==> src/rtl/sender_scheduler.sv <==
// -----------------------------------------------------------------------------
// sender_scheduler
//
// Sits in front of the serial packet sender. It arbitrates three 40-bit
// packet requesters round-robin, paces grants to at most one packet per tick
// frame at a fixed frame phase, generates the sender's audio-sample-request
// tick and mode, and counts loss events reported by the sender.
//
// Ports:
//   clk, rst_n          clock (rising edge) and asynchronous active-low reset
//   en                  grant enable, sampled only at the WAIT->ARB decision
//   audio_enable        requested audio-sample-request mode (level)
//   req_valid[2:0]      per-requester packet pending
//   req_data0/1/2       requester packets (held stable while valid)
//   req_ready[2:0]      one-hot accept, only ever high during ARB
//   out_data[39:0]      packet to sender, holds its value between grants
//   out_valid           one-cycle packet strobe to sender
//   tick                high when the phase counter is at TICK_PERIOD-1
//   mode                audio mode, reloaded once per frame at TICK_PERIOD-2
//   sender_loss         sender data-loss flag
//   loss_count          saturating count of sender_loss rising edges
// -----------------------------------------------------------------------------
module sender_scheduler #(
  parameter int TICK_PERIOD  = 114,
  parameter int GRANT_OFFSET = 2,
  parameter int LOSS_W       = 8
) (
  input  logic              clk,
  input  logic              rst_n,
  input  logic              en,
  input  logic              audio_enable,
  input  logic [2:0]        req_valid,
  input  logic [39:0]       req_data0,
  input  logic [39:0]       req_data1,
  input  logic [39:0]       req_data2,
  output logic [2:0]        req_ready,
  output logic [39:0]       out_data,
  output logic              out_valid,
  output logic              tick,
  output logic              mode,
  input  logic              sender_loss,
  output logic [LOSS_W-1:0] loss_count
);

  localparam int CNT_W = $clog2(TICK_PERIOD);

  localparam logic [CNT_W-1:0] CNT_LAST  = CNT_W'(TICK_PERIOD - 1);
  localparam logic [CNT_W-1:0] MODE_LOAD = CNT_W'(TICK_PERIOD - 2);
  localparam logic [CNT_W-1:0] ARB_PHASE = CNT_W'(GRANT_OFFSET - 1);

  typedef enum logic [1:0] {
    ST_WAIT  = 2'd0,
    ST_ARB   = 2'd1,
    ST_ISSUE = 2'd2
  } state_e;

  // ---------------------------------------------------------------------------
  // Frame phase counter and tick/mode generation
  // ---------------------------------------------------------------------------
  logic [CNT_W-1:0] cnt_q, cnt_d;
  logic             mode_q, mode_d;

  always_comb begin
    cnt_d  = (cnt_q == CNT_LAST) ? '0 : cnt_q + 1'b1;
    // Loading one cycle before the tick keeps mode stable across the tick.
    mode_d = (cnt_q == MODE_LOAD) ? audio_enable : mode_q;
  end

  // NOTE: sequential state uses non-blocking assignments so every register
  // samples the pre-edge values, independent of statement order.
  always_ff @(posedge clk or negedge rst_n) begin
    if (!rst_n) begin
      cnt_q  <= '0;
      mode_q <= 1'b0;
    end else begin
      cnt_q  <= cnt_d;
      mode_q <= mode_d;
    end
  end

  assign tick = (cnt_q == CNT_LAST);
  assign mode = mode_q;

  // ---------------------------------------------------------------------------
  // Round-robin winner search, starting at the requester after last_q
  // ---------------------------------------------------------------------------
  logic [1:0]  last_q, last_d;
  logic        win_found;
  logic [1:0]  win_idx;
  logic [39:0] win_data;

  always_comb begin
    win_found = 1'b0;
    win_idx   = 2'd0;
    unique case (last_q)
      2'd0: begin
        if      (req_valid[1]) begin win_found = 1'b1; win_idx = 2'd1; end
        else if (req_valid[2]) begin win_found = 1'b1; win_idx = 2'd2; end
        else if (req_valid[0]) begin win_found = 1'b1; win_idx = 2'd0; end
      end
      2'd1: begin
        if      (req_valid[2]) begin win_found = 1'b1; win_idx = 2'd2; end
        else if (req_valid[0]) begin win_found = 1'b1; win_idx = 2'd0; end
        else if (req_valid[1]) begin win_found = 1'b1; win_idx = 2'd1; end
      end
      default: begin
        if      (req_valid[0]) begin win_found = 1'b1; win_idx = 2'd0; end
        else if (req_valid[1]) begin win_found = 1'b1; win_idx = 2'd1; end
        else if (req_valid[2]) begin win_found = 1'b1; win_idx = 2'd2; end
      end
    endcase
  end

  always_comb begin
    unique case (win_idx)
      2'd0:    win_data = req_data0;
      2'd1:    win_data = req_data1;
      default: win_data = req_data2;
    endcase
  end

  // ---------------------------------------------------------------------------
  // Grant FSM
  // ---------------------------------------------------------------------------
  state_e      state_q, state_d;
  logic [39:0] out_data_q, out_data_d;

  // NOTE: every signal written here gets a default first, so no path through
  // the case statement can leave a value unassigned and infer a latch.
  always_comb begin
    state_d    = state_q;
    last_d     = last_q;
    out_data_d = out_data_q;
    req_ready  = 3'b000;
    out_valid  = 1'b0;
    unique case (state_q)
      ST_WAIT: begin
        // Enter ARB together with the counter reaching the grant slot, so ARB
        // occupies phase GRANT_OFFSET-1 and ISSUE phase GRANT_OFFSET.
        if (en && (cnt_d == ARB_PHASE)) state_d = ST_ARB;
      end
      ST_ARB: begin
        if (win_found) begin
          req_ready  = 3'b001 << win_idx;
          out_data_d = win_data;
          last_d     = win_idx;
          state_d    = ST_ISSUE;
        end else begin
          state_d    = ST_WAIT;
        end
      end
      ST_ISSUE: begin
        out_valid = 1'b1;
        state_d   = ST_WAIT;
      end
      default: state_d = ST_WAIT;
    endcase
  end

  always_ff @(posedge clk or negedge rst_n) begin
    if (!rst_n) begin
      state_q    <= ST_WAIT;
      last_q     <= 2'd2;  // requester 0 wins the first search
      out_data_q <= '0;
    end else begin
      state_q    <= state_d;
      last_q     <= last_d;
      out_data_q <= out_data_d;
    end
  end

  assign out_data = out_data_q;

  // ---------------------------------------------------------------------------
  // Loss-event counter: rising edges of sender_loss, saturating at all-ones
  // ---------------------------------------------------------------------------
  logic              loss_prev_q;
  logic [LOSS_W-1:0] loss_count_q, loss_count_d;
  logic              loss_rise;

  always_comb begin
    loss_rise    = sender_loss & ~loss_prev_q;
    loss_count_d = loss_count_q;
    if (loss_rise && !(&loss_count_q)) loss_count_d = loss_count_q + 1'b1;
  end

  always_ff @(posedge clk or negedge rst_n) begin
    if (!rst_n) begin
      loss_prev_q  <= 1'b0;
      loss_count_q <= '0;
    end else begin
      loss_prev_q  <= sender_loss;
      loss_count_q <= loss_count_d;
    end
  end

  assign loss_count = loss_count_q;

endmodule
==> config.mk <==
export PLATFORM = sky130hd
export DESIGN_NAME = sender_scheduler
export DESIGN_NICKNAME = d
export VERILOG_FILES = /design/src/rtl/sender_scheduler.sv
export SDC_FILE = /design/constraint.sdc
export NUM_CORES = 1
export LEC_CHECK = 0
export BUFFER_PORTS_ARGS = -buffer_cell sky130_fd_sc_hd__buf_4
export CELL_PAD_IN_SITES_DETAIL_PLACEMENT = 1
export CELL_PAD_IN_SITES_GLOBAL_PLACEMENT = 2
export CORE_MARGIN = 2
export CORE_UTILIZATION = 26
export DETAILED_ROUTE_END_ITERATION = 10
export GPL_ROUTABILITY_DRIVEN = 0
export PLACE_DENSITY = 0.92
export SYNTH_ARGS = -nofsm -noshare
export SYNTH_HDL_FRONTEND = slang
export SYNTH_SLANG_ARGS = --single-unit
==> constraint.sdc <==
create_clock -name clk -period 5.2 [get_ports clk]
set_input_delay 1.04 -clock clk [delete_from_list [all_inputs] [get_ports clk]]
set_output_delay 1.04 -clock clk [all_outputs]
set_load 0.05 [all_outputs]
After elaboration in Yosys (flattened, before gate mapping)
Index checks and enable logic that the tools add are counted.
Widths: inputs -> output; s select.
{"block": "classes", "n_reduce_logical": 8, "bitwise_logic": 2, "addsub": 2, "n_eq_ne": 8, "n_mux": 25, "n_shift": 1}
{"op": "$pmux 40 s2", "n": 1}
{"op": "$eq 7x7->1 const B", "n": 2}
{"op": "$mux 1", "n": 12}
{"op": "$mux 2", "n": 6}
{"op": "$add 8x1->8 const B", "n": 1}
{"op": "$pmux 2 s2", "n": 2}
{"op": "$reduce_and 8->1", "n": 1}
{"op": "$add 7x1->7 const B", "n": 1}
{"op": "$eq 7x1->1 const B", "n": 1}
{"op": "$mux 7", "n": 1}
{"op": "$eq 2x1->1 const B", "n": 3}
{"op": "$logic_not 2->1", "n": 3}
{"op": "$mux 3", "n": 2}
{"op": "$shl 1x2->3 const A", "n": 1}
{"op": "$eq 2x2->1 const B", "n": 1}
{"op": "$logic_and 1x1->1", "n": 2}
{"op": "$ne 2x2->1 const B", "n": 1}
{"op": "$pmux 1 s2", "n": 1}
{"op": "$reduce_and 2->1", "n": 1}
{"op": "$and 1x1->1", "n": 1}
{"op": "$logic_not 1->1", "n": 1}
{"op": "$not 1->1", "n": 1}
{"block": "totals", "out_inout_bits": 54, "word_cells": 53, "input_bits": 128, "ff_bits": 61}

Logic depth before layout (Yosys ltp)
{"block": "depth", "ltp_word": 7, "mapped_depth": 6, "ltp_nobuf": 6}

Worst setup path before layout
OpenSTA, ideal clock, no wires.
{"block": "synth_path", "path_kind": "input-to-output", "start": "in req_valid[2]", "end": "out req_ready[1]", "cell_stages": 4, "t_arrival_ns": 2.100, "n_path_buf": 1, "required_ns": 4.160, "setup_slack_ns": 2.060, "cell_sequence": "nor2b_1 o2bb2ai_1 buf_2 and2_1"}
{"block": "synth_between", "elab_chain_cells": 7, "word_cells_on_any_way": 15, "cone_classes": "shift (1); mux (14)"}
{"item": "from (decl)", "line_no": "32", "text": "input logic [2:0] req_valid,"}
{"item": "$mux 2", "line_no": "98", "text": "else if (req_valid[2]) begin win_found = 1'b1; win_idx = 2'd2; end"}
{"item": "$mux 2", "line_no": "108", "text": "else if (req_valid[1]) begin win_found = 1'b1; win_idx = 2'd1; end"}
{"item": "$mux 2", "line_no": "107", "text": "if (req_valid[0]) begin win_found = 1'b1; win_idx = 2'd0; end"}
{"item": "$pmux 2 s2", "line_no": "95", "text": "unique case (last_q)"}
{"item": "$shl 1x2->3", "line_no": "144", "text": "req_ready = 3'b001 << win_idx;"}
{"item": "$mux 3 *", "line_no": "143", "text": "if (win_found) begin"}
{"item": "$mux 3 *", "line_no": "136", "text": "unique case (state_q)"}
{"item": "to (decl)", "line_no": "36", "text": "output logic [2:0] req_ready,"}
Every way passes the cells marked *; elsewhere a longest branch is shown, timed or not.

Worst setup path in the final report
{"block": "layout_path", "start": "in req_valid[2]", "end": "out req_ready[2]"}
Same word-level chain as after synthesis.

==> metrics.cfg <==
[grt]
grt_pass1_wl_um = 16330
grt.overflow.total = 0
antenna_found_initial = 0
grt_use_total = 0.1599
grt_pass1_vias = 3308
grt_max_degree = 62

[clocking]
post_cts_resized = 0
cts-root-buf = clkbuf_16
cts_max_path_buffers = 2
clock_latency_ns = 0.32
tritoncts = built
post_cts_buffers = 0
cts_buffers = 9
hold_buffers = 0
clkTransAtPathRegs_ns = 0.05
clock-sinks = 61
htreeDepth = 3

[finish]
fillerInstances = 1338
drive_gt1_frac = 0.4300
area_growth_pct = 58.83
nets = 627
diodes = 0
seqCellArea_mm2 = 0.001528
multi_input_area_mm2 = 0.001449
utilization = 0.4251

[yosys]
postSynthCellCount = 321
synth.avg_cell_area_um2 = 9.561
synth_compound_area_frac = 0.2148
synth_top_family_by_area = compound AO/OA/AOI/OAI gates
synth_nets = 453
synth_area_leaders = dfrtp_1 49%, a22oi_1 9.8%, a31oi_1 8.2%
yosys.area.top_type = dfrtp_1
synth_edf_count = 0
synth_ff_type = dfrtp_1
synthAdderAreaFrac = 0.01631
synth_seq_cells = 61
yosysSeqAreaShare = 0.4978
yosysWarnings = 0
muxShareOfSynthArea = 0.01468
yosys.area.top_type_share = 0.4892
async_flop_share = 1.000
synth_simple_gate_area_share = 0.1859
syn_area_mm2 = 0.003069
yosysMostFrequentCell = dfrtp_1
ys_types = 40
synth-xor-area-share = 0.02854
synth_common_cells = 60 x dfrtp_1, 48 x nor2_1, 46 x nand2_1, 40 x a22oi_1, 40 x a31oi_1

[timing]
fmax_ghz = 0.2936
final_max_slew_viol_count = 0
rsz0062_at_grt = false
hold_viol = 0
finalSetupViolations = 0
relSlewSlack = 0.4676
setup_tns_ns = 0
finalCritPeriodShare = 0.6551
fin_skew_ns = 0.006825
setup_slack_ns = 1.793
tightest_slew_ns = 0.7985
min_period_ns = 3.407

[setup_path]
critPathBufInv = 3
cp.arrival_ns = 2.37
r2r_setup_slack_ns = 3.22
slowest_delay_ns = 0.37
worstSetupPathType = in2out
slowest_stage = buf_4
end_kind = primary output
path_cells = buf_4 -> nor2b_1 -> a22o_1 -> buf_4 -> and2_1 -> buf_4
crit_path_max_fanout = 42
crit_family = buffers and inverters
crit_top_cell = buf_4
start_kind = input pin
worstPathRequired_ns = 4.16

[floorplanning]
core_mm2 = 0.01147
die_area_mm2 = 0.01269
io_pins = 182
die_w_um = 112.7
initial_utilization = 0.2676
rows = 39
die_h_um = 112.7

[flow_run]
maxCapViolations = 0

[place]
io_buffers = 181
pre_cts_ws_ns = 1.756
dp_hpwl_um = 7437

[detailed_routing]
avgRoutedWirePerCell_um = 15.56
ant_nets = 0
viasPerCell = 4.871
drt_pre_antenna_iters = 4
drtIter0Drc = 153
vias = 3132
wl_um = 10000
drc = 0

[power_and_ir_drop]
leakage_nw = 2.303
p_per_area_mw_per_mm2 = 360.7
ir_drop_mv = 0.3196

[run_status]
run_status = complete, no violations

[worst_hold_path]
hp-class = reg2reg

==> worst register-to-register path, cell delays in order, from the launching register on <==
cell,delay [ns]
dfrtp_1,0.50
inv_1,0.09
ha_1,0.31
or4b_1,0.45
or3_1,0.33
nor4_2,0.21
==> report_power, final <==
part / internal [mW] / total, mW / switching [mW] / leakage [nW]
sequential: 0.535 / 0.586 / 0.0505 / 0.750
combinational: 0.204 / 0.550 / 0.345 / 1.40
clock: 0.417 / 0.623 / 0.206 / 0.153
total: 1.16 / 1.76 / 0.602 / 2.30
==> cell families after synthesis <==
family,after synthesis
and+or+nand+nor,124
AOI/OAI and AO/OA,91
DFF,61
buffers and inverters,27
xor gates and xnor gates,10
muxes,4
adders and majority gates,4
==> sequential cells by signal, summed over array words and instances (netlist names) <==
name / cells
loss_prev_q: 1
loss_count: 8
cnt_q: 7
last_q: 2
state_q: 2
out_data: 40
mode: 1
==> through the flow <==
stage	instance area, um^2	hold slack, ns	power, mW	instances
after floorplan	3069	0.5129	0.9178	321
after global placement	4567	0.4962	1.134	627
after detailed placement	4567	0.4971	1.152	627
after CTS	4875	0.5089	1.787	643
after global routing	4875	0.5326	1.853	643
final	4875	0.5057	1.758	643
==> cell type report <==
class,count,area share
clock inverters,5,0.01540
repair buffers,186,0.2864
clock buffers,11,0.04774
inverters,4,0.003080
multi-input cells,233,0.2972
well taps,143,0.03670
flip-flops and latches,61,0.3134
==> placed cells by master (no fill, tap or decap), types with 3 or more instances in the layout <==
| master | instances |
|---|---|
| mux2_2 | 4 |
| buf_4 | 186 |
| nand3_1 | 4 |
| ha_1 | 4 |
| nand2_1 | 46 |
| a22oi_1 | 40 |
| and3_1 | 3 |
| and2_1 | 3 |
| nor2_1 | 48 |
| nand4_1 | 4 |
| clkbuf_16 | 9 |
| dfrtp_1 | 60 |
| inv_1 | 4 |
| xnor2_1 | 8 |
| a31oi_1 | 40 |
| clkinv_2 | 3 |
==> routing by layer <==
layer	track usage	up-vias	wire length [um]
met3	0.04536	14	810
met4	0.05772	0	174
met1	0.1850	1478	4037
met2	0.2814	126	4982
met5	0	-	0
li1	-	1514	-
==> worst paths after layout <==
path	startpoint	end	cells past startpoint
hold / removal	loss_count[6]$_DFFE_PN0P_	loss_count[6]$_DFFE_PN0P_	1
hold reg to reg	loss_count[6]$_DFFE_PN0P_	loss_count[6]$_DFFE_PN0P_	1
min in group asynchronous	rst_n	mode$_DFFE_PN0N_	1
setup / recovery	req_valid[2]	req_ready[2]	6
setup reg to reg	cnt_q[0]$_DFF_PN0_	state_q[0]$_DFFE_PN0P_	5
max in group asynchronous	rst_n	out_data[12]$_DFFE_PN0P_	1
Power figures use the tool's default switching activity.
